[config.mk]
export PLATFORM = sky130hd
export DESIGN_NAME = ksa_multicore_ctrl
export DESIGN_NICKNAME = d
export VERILOG_FILES = /design/src/rtl/ksa_pkg.sv /design/src/rtl/ksa_prio_enc.sv /design/src/rtl/ksa_multicore_ctrl.sv
export SDC_FILE = /design/constraint.sdc
export NUM_CORES = 1
export LEC_CHECK = 0
export CAP_MARGIN = 40
export CELL_PAD_IN_SITES_DETAIL_PLACEMENT = 0
export CELL_PAD_IN_SITES_GLOBAL_PLACEMENT = 2
export CORE_MARGIN = 5
export CORE_UTILIZATION = 36
export CTS_CLUSTER_SIZE = 10
export DETAILED_ROUTE_END_ITERATION = 12
export DONT_BUFFER_PORTS = 1
export GPL_TIMING_DRIVEN = 1
export PLACE_DENSITY_LB_ADDON = 0.1
export SYNTH_ARGS = -nofsm -noshare
export SYNTH_HDL_FRONTEND = slang
export SYNTH_HIERARCHICAL = 1
export SYNTH_SLANG_ARGS = --single-unit
[constraint.sdc]
create_clock -name CLOCK_50 -period 4.25 [get_ports CLOCK_50]
set_input_delay 0.425 -clock CLOCK_50 [delete_from_list [all_inputs] [get_ports CLOCK_50]]
set_output_delay 0.425 -clock CLOCK_50 [all_outputs]
set_load 0.005 [all_outputs]
[src/rtl/ksa_pkg.sv]
// Shared definitions for the RC4 key-search controller: FSM state encoding,
// LEDR status patterns and the default key width.
package ksa_pkg;

  typedef enum logic [2:0] {
    S_IDLE   = 3'd0,
    S_LAUNCH = 3'd1,
    S_SEARCH = 3'd2,
    S_FOUND  = 3'd3,
    S_FAIL   = 3'd4
  } state_t;

  localparam logic [9:0] LED_FOUND = 10'h3FF;
  localparam logic [9:0] LED_FAIL  = 10'h2AA;
  localparam logic [9:0] LED_BUSY  = 10'h001;
  localparam logic [9:0] LED_OFF   = 10'h000;

  localparam int KEY_W_DEF = 24;

endpackage

[src/rtl/ksa_prio_enc.sv]
// Lowest-index-wins priority encoder over the per-core request bits.
// Purely combinational.
module ksa_prio_enc #(
  parameter int NUM_CORES = 4,
  parameter int IDX_W     = 4
) (
  input  logic [NUM_CORES-1:0] req,
  output logic                 any,
  output logic [IDX_W-1:0]     idx
);

  // Scan from the top down so the lowest set bit is the last one written.
  always_comb begin
    any = |req;
    idx = '0;
    for (int i = NUM_CORES - 1; i >= 0; i--) begin
      if (req[i]) idx = IDX_W'(i);
    end
  end

endmodule

[src/rtl/ksa_multicore_ctrl.sv]
// Launch/arbitrate/stop controller for a bank of RC4 key-search cores.
// Optional search-cycle counter is built only when KSA_CYCLE_CNT_EN is defined.
module ksa_multicore_ctrl
  import ksa_pkg::*;
#(
  parameter int NUM_CORES = 4,
  parameter int KEY_W     = KEY_W_DEF,
  parameter int IDX_W     = 4,
  parameter int CNT_W     = 32
) (
  input  logic                       CLOCK_50,
  input  logic                       reset,
  input  logic                       start,
  input  logic                       abort,
  input  logic [NUM_CORES-1:0]       core_found,
  input  logic [NUM_CORES-1:0]       core_exhausted,
  input  logic [NUM_CORES*KEY_W-1:0] core_key,
  output logic                       core_start,
  output logic                       core_stop,
  output logic                       busy,
  output logic                       found,
  output logic                       failed,
  output logic [IDX_W-1:0]           winner_idx,
  output logic [KEY_W-1:0]           key_out,
  output logic [CNT_W-1:0]           cycle_cnt,
  output logic [9:0]                 LEDR,
  output logic [2:0]                 state_dbg
);

  // Handshake: there is no valid/ready pair here. start is a level sampled only
  // in IDLE/FOUND/FAIL; core_found/core_exhausted are levels sampled only in
  // SEARCH; core_start is a one-cycle pulse and core_stop a registered level.

  state_t state, next_state;
  logic   abort_go;
  logic   any_found;
  logic [IDX_W-1:0] win_idx;
  logic [KEY_W-1:0] sel_key;

  ksa_prio_enc #(.NUM_CORES(NUM_CORES), .IDX_W(IDX_W)) u_prio (
    .req (core_found),
    .any (any_found),
    .idx (win_idx)
  );

  always_comb begin
    sel_key = '0;
    for (int i = 0; i < NUM_CORES; i++) begin
      if (IDX_W'(i) == win_idx) sel_key = core_key[i*KEY_W +: KEY_W];
    end
  end

  always_comb begin
    next_state = state;
    abort_go   = 1'b0;
    case (state)
      S_IDLE:   if (start) next_state = S_LAUNCH;
      S_LAUNCH: next_state = S_SEARCH;
      S_SEARCH: begin
        if (any_found)            next_state = S_FOUND;
        else if (&core_exhausted) next_state = S_FAIL;
        else if (abort) begin
          next_state = S_IDLE;
          abort_go   = 1'b1;
        end
      end
      S_FOUND, S_FAIL: begin
        if (abort) begin
          next_state = S_IDLE;
          abort_go   = 1'b1;
        end else if (start) begin
          next_state = S_LAUNCH;
        end
      end
      default: next_state = S_IDLE;
    endcase
  end

  always_ff @(posedge CLOCK_50 or posedge reset) begin
    if (reset) begin
      state      <= S_IDLE;
      core_stop  <= 1'b0;
      winner_idx <= '0;
      key_out    <= '0;
    end else begin
      state     <= next_state;
      core_stop <= (next_state == S_FOUND) || (next_state == S_FAIL) || abort_go;
      if (next_state == S_LAUNCH) begin
        winner_idx <= '0;
        key_out    <= '0;
      end else if (state == S_SEARCH && any_found) begin
        // Write-once: only the SEARCH->FOUND edge ever loads the latch.
        winner_idx <= win_idx;
        key_out    <= sel_key;
      end
    end
  end

`ifdef KSA_CYCLE_CNT_EN
  always_ff @(posedge CLOCK_50 or posedge reset) begin
    if (reset) begin
      cycle_cnt <= '0;
    end else if (next_state == S_LAUNCH) begin
      cycle_cnt <= '0;
    end else if (state == S_SEARCH && cycle_cnt != {CNT_W{1'b1}}) begin
      cycle_cnt <= cycle_cnt + 1'b1;
    end
  end
`else
  assign cycle_cnt = '0;
`endif

  always_comb begin
    core_start = (state == S_LAUNCH);
    busy       = (state == S_LAUNCH) || (state == S_SEARCH);
    found      = (state == S_FOUND);
    failed     = (state == S_FAIL);
    state_dbg  = state;
    case (state)
      S_FOUND:  LEDR = LED_FOUND;
      S_FAIL:   LEDR = LED_FAIL;
      S_SEARCH: LEDR = LED_BUSY;
      default:  LEDR = LED_OFF;
    endcase
  end

endmodule

# Yosys cells after proc, flatten, opt, wreduce, memory -nomap -nowiden
# Index checks and enable logic that the tools add are counted.
[word_totals]
reg_bits = 32
input_bits = 108
output_inout_bits = 78
elab_cells = 47
[op_classes]
eq_ne = 10
muxes = 23
reduce_logical = 10
[ops]
columns = ["op", "n"]
rows = [
  ["$mux W24", 6],
  ["$pmux W10 S3", 1],
  ["$mux W3", 5],
  ["$pmux W3 S4", 1],
  ["$eq A3 B2 Y1 const B", 3],
  ["$eq A2 B4 Y1 const A", 2],
  ["$mux W2", 4],
  ["$mux W4", 2],
  ["$eq A3 B1 Y1 const B", 2],
  ["$eq A3 B3 Y1 const B", 2],
  ["$eq A1 B4 Y1 const A", 1],
  ["$logic_not A4 Y1", 1],
  ["$reduce_and A4 Y1", 1],
  ["$reduce_or A4 Y1", 1],
  ["$logic_not A3 Y1", 1],
  ["$logic_or A1 B1 Y1", 3],
  ["$mux W1", 3],
  ["$pmux W1 S2", 1],
  ["$reduce_bool A2 Y1", 1],
  ["$reduce_or A2 Y1", 1],
  ["$logic_and A1 B1 Y1", 1],
]

# Logic depth before layout (Yosys ltp)
[logic_depth]
ltp_word = 11
ltp_mapped = 9
ltp_nobuf = 7

# Cells and area by module
# The synthesis kept the hierarchy.
[by_module_without_submodules]
columns = ["module", "instances", "cells_per_inst", "area_each_um2", "seq_area_each_um2"]
rows = [
  ["ksa_multicore_ctrl", 1, 263, 2461.1, 800.8],
  ["ksa_prio_enc", 1, 10, 53.8, 0.0],
]

# Worst setup path before layout
# OpenSTA, ideal clock, no wires.
[synth_timing]
path_type = "input-to-reg"
startpoint = "input core_found[2]"
endpoint = "register key_out[0]"
setup_ps = 87
arrival_ps = 1676
required_ps = 4163
slack_ps = 2487
stages = 8
n_path_buf = 2
path_cell_list = "nor2_1 -> nor3_1 -> buf_2 -> nor4b_4 -> buf_2 -> o2bb2ai_1 -> o211ai_1 -> a22oi_1"
[synth_between]
elab_chain_cells = 10
word_cells_on_any_way = 19
classes_between = "4 x eq/ne; 11 x mux; 4 x reduce/logical"
[synth_lines]
columns = ["element", "line_no", "text"]
rows = [
  ["from (decl)", "ksa_multicore_ctrl.sv:15", "input logic [NUM_CORES-1:0] core_found,"],
  ["$mux W2 * (3 in a row)", "ksa_prio_enc.sv:17", "if (req[i]) idx = IDX_W'(i);"],
  ["net win_idx[1]", "ksa_multicore_ctrl.sv:37", "logic [IDX_W-1:0] win_idx;"],
  ["$logic_not A4 Y1", "ksa_multicore_ctrl.sv:49", "if (IDX_W'(i) == win_idx) sel_key = core_key[i*KEY_W +: KEY_W];"],
  ["$mux W24 (3 in a row)", "ksa_multicore_ctrl.sv:49", ""],
  ["$mux W24 *", "ksa_multicore_ctrl.sv:49", ""],
  ["$mux W24 *", "ksa_multicore_ctrl.sv:91", "end else if (state == S_SEARCH && any_found) begin"],
  ["$mux W24 *", "ksa_multicore_ctrl.sv:88", "if (next_state == S_LAUNCH) begin"],
  ["to (signal assigned)", "ksa_multicore_ctrl.sv:94", "key_out <= sel_key;"],
  ["to (decl)", "ksa_multicore_ctrl.sv:24", "output logic [KEY_W-1:0] key_out,"],
]
# The timed path passes the listed nets; every way through them passes the cells marked *. The select of a mux whose other input is x is not followed.
# A chain may end at the register's enable or synchronous reset.

# Worst setup path in the final report
[layout_timing]
startpoint = "register state[0] (netlist: state_dbg[0])"
endpoint = "register key_out[9]"
[layout_between]
elab_chain_cells = 6
word_cells_on_any_way = 16
classes_between = "5 x eq/ne; 7 x mux; 4 x reduce/logical"
[layout_lines]
columns = ["element", "line_no", "text"]
rows = [
  ["from (decl)", "ksa_multicore_ctrl.sv:34", "state_t state, next_state;"],
  ["from (signal assigned)", "ksa_multicore_ctrl.sv:86", "state <= next_state;"],
  ["$mux W3", "ksa_multicore_ctrl.sv:62", "else if (abort) begin"],
  ["$mux W3", "ksa_multicore_ctrl.sv:61", "else if (&core_exhausted) next_state = S_FAIL;"],
  ["$mux W3", "ksa_multicore_ctrl.sv:60", "if (any_found) next_state = S_FOUND;"],
  ["$pmux W3 S4", "ksa_multicore_ctrl.sv:56", "case (state)"],
  ["$eq A3 B1 Y1", "ksa_multicore_ctrl.sv:88", ""],
  ["$mux W24 / $reduce_bool A2 Y1 (equally long branches)", "-", ""],
]
# Parallel ways exist; a longest one is shown, timed or not.

==> impl_results.md <==
- FF+latch count, synth: 32
- WL per Instance: 22.6 um
- Grt ovf: 0
- Clock Sinks: 32
- Yosys warning total: 6
- Combinational family with the most area after synthesis: compound AO/OA/AOI/OAI gates
- Drt pass-1 iters: 4
- Synth Area in XOR/XNOR: 0.00348
- Final hold violation count: 0
- Die Y: 93.6 um
- Antenna Nets Post-Route: 0
- Initial Util: 0.370
- Total negative slack: 0 ns
- Comb pwr share: 0.477
- HPWL Detailed: 5980 um
- Max H-tree Level: 2
- P&R area growth vs syn: 2.09%
- DRC errors left: 0
- Vias post-DR: 1970
- Slew Viols, Final: 0
- Post-cts gate resize count: 0
- Total CTS buffers: 5
- Placement row count: 30
- Critical Path End Type: register
- Fillers: 723
- Placed cell count: 344
- First-pass GRT wire length: 11600 um
- Worst slew margin: 0.552
- Clock power frac: 0.173
- DR vias/cell: 5.61
- Storage element area: 801 sq um
- Initial antenna violation count: 0
- Post-Synth Simple-Gate Area: 0.108
- RSZ-0062 raised after global routing: false
- Sequential share of power: 0.350
- Minimum clock period after layout: 2.62 ns
- Multi-input gate area in the final layout: 1370 sq um
- Sequential cell area fraction in the yosys report: 0.318
- Hold Slack: 0.127 ns
- Antenna diodes: 0
- Most common cell after layout, fill and taps aside: a22oi_1
- Iteration-0 DRC Markers: 88
- Ys async rst share: 1.00
- Startpoint Class: register
- I/O Pins: 186
- Leak: 1.10 nW
- Worst vdd ir: 0.196 mV
- Root buf cell: clkbuf_8
- Max Clock Freq: 381 MHz
- PD cells: 575 nW/um^2
- Final Total Pwr: 0.00148 W
- Crit path DAT: 2.83 ns
- # port buffers: 0
- Post-Synthesis Cells: 273
- Layout cells sized above 1: 0.137
- Switching Power: 0.000656 W
- Post-CTS setup buffers: 0
- Post-synthesis compound-gate area fraction: 0.356
- Vias in the first global route: 2068
- Clk Latency, worst-skew pair: 0.28 ns
- Clk buf depth: 2
- Die Wd: 93.6 um
- # setup viols final: 0
- Most frequent cells in the layout: a22oi_1 (37), conb_1 (34), dfrtp_1 (32)
- Post-Synth Adder-Cell Area: 0
- CTS tree: built
- Outcome: complete, no violations
- Post-route clock period utilization: 0.617
- Cell Area, Synth: 2510 sq um
- Mux contribution to synthesized area: 0.0199
- Crit Path Category: register to register
- Final WL: 7930 um
- Die area: 8760 sq um
- Layout Nets: 363
- HP Class: input pin to asynchronous set/reset pin
- Mapped Avg Cell Area: 9.21 sq um
- Pint: 0.000821 W
- Synth cell types: 35
- Largest net degree at the start of global routing: 33
- Net Sw Frac: 0.444
- Layout Cells excl Fill: 351
- Number of max-cap violations: 0
- Fin Clk Skew: 0.00526 ns
- Placeable core area: 6790 sq um
- RePlAce Congestion: 0.727
- Hold Buf Count CTS: 0
- Worst-path fanout max: 17
- Critical path data required time: 4.46 ns
- Slew @ Worst Pin: 0.669 ns
- Most used DFF post-synth: dfrtp_1
- EDFF count, synth: 0
- Tot GR Track Use: 0.174
- Clock transition at path regs: 0.07 ns
[final timing paths]
| kind | from | endpoint | slack (ns) | depth (start not counted) |
|---|---|---|---|---|
| worst max-delay path | state_dbg[0]$_DFF_PP0_ | key_out[9]$_DFFE_PP0P_ | 1.63 | 5 |
| worst min-delay path | reset | key_out[12]$_DFFE_PP0P_ | 0.13 | 2 |
| worst max register to register | state_dbg[0]$_DFF_PP0_ | key_out[9]$_DFFE_PP0P_ | 1.63 | 5 |
| worst min register to register | winner_idx[1]$_DFFE_PP0P_ | winner_idx[1]$_DFFE_PP0P_ | 0.60 | 2 |
| max in group asynchronous | reset | key_out[17]$_DFFE_PP0P_ | 3.80 | 2 |
| min in group CLOCK_50 | abort | core_stop$_DFF_PP0_ | 0.33 | 2 |
[registers in the layout, summed over array words and instances (netlist names)]
| register | cells |
|---|---|
| winner_idx | 4 |
| state_dbg | 3 |
| key_out | 24 |
| core_stop | 1 |
[cells in the mapped netlist (2+ instances only)]
master / instances / area share
buf_2: 15 / 0.030
mux2i_1: 5 / 0.020
buf_6: 2 / 0.0090
nand2b_1: 2 / 0.0050
o211ai_1: 25 / 0.075
a21oi_1: 5 / 0.0099
o2bb2ai_1: 24 / 0.084
clkbuf_1: 6 / 0.0090
o21ai_0: 2 / 0.0040
a22oi_2: 11 / 0.055
nor3_1: 2 / 0.0040
conb_1: 2 / 0.0030
nand2_1: 4 / 0.0060
nor2_1: 30 / 0.045
buf_4: 44 / 0.13
dfrtp_1: 32 / 0.32
inv_1: 8 / 0.012
a22oi_1: 37 / 0.11
[power by group through the flow]
| stage | registers (W) | clock network [W] | logic (W) |
|---|---|---|---|
| global placement | 0.000530 | 0 | 0.000611 |
| global route | 0.000532 | 0.000278 | 0.000778 |
| floorplan | 0.000477 | 0 | 0.000608 |
| detailed placement | 0.000527 | 0 | 0.000715 |
| finish | 0.000517 | 0.000256 | 0.000705 |
| CTS | 0.000522 | 0.000266 | 0.000716 |
[critical path, cell delays in order (launching register included)]
cell and delay, ns:
dfrtp_1 0.54, nand4bb_2 0.71, nor4_4 0.66, buf_4 0.34, a22oi_1 0.12, a22oi_2 0.17
[cell type report]
| cell class | instances | share of cell area |
|---|---|---|
| multi-input combinational | 198 | 0.535 |
| timing repair buffer | 10 | 0.0570 |
| sequential | 32 | 0.312 |
| inverter | 8 | 0.0117 |
| tap | 96 | 0.0468 |
| clock buffer | 7 | 0.0375 |
[through the flow]
| stage | utilization | instance area [sq um] | setup slack [ns] |
|---|---|---|---|
| CTS | 0.378 | 2570 | 1.55 |
| finish | 0.378 | 2570 | 1.63 |
| global placement | 0.348 | 2360 | 1.44 |
| detailed placement | 0.364 | 2470 | 1.56 |
| global route | 0.378 | 2570 | 1.34 |
| floorplan | - | 2640 | 2.49 |
[cells by family (layout without fill, tap and decap cells)]
group           Yosys count  in the layout
other cells               2             34
simple gates             48             48
flops                    32             32
xor+xnor                  1              1
mux                       5              5
compound gates          110            110
buf+inv                  75             25
[layer usage]
| metal | GRT usage | vias up | wire (um) | part of all wire |
|---|---|---|---|---|
| met5 | 0 | - | 0 | 0 |
| met4 | 0.0602 | 0 | 114 | 0.014 |
| met3 | 0.0515 | 8 | 840 | 0.11 |
| met2 | 0.289 | 118 | 3900 | 0.49 |
| met1 | 0.215 | 937 | 3070 | 0.39 |
| li1 | - | 907 | - | - |
Note: power is estimated with default switching activity, not from simulation.
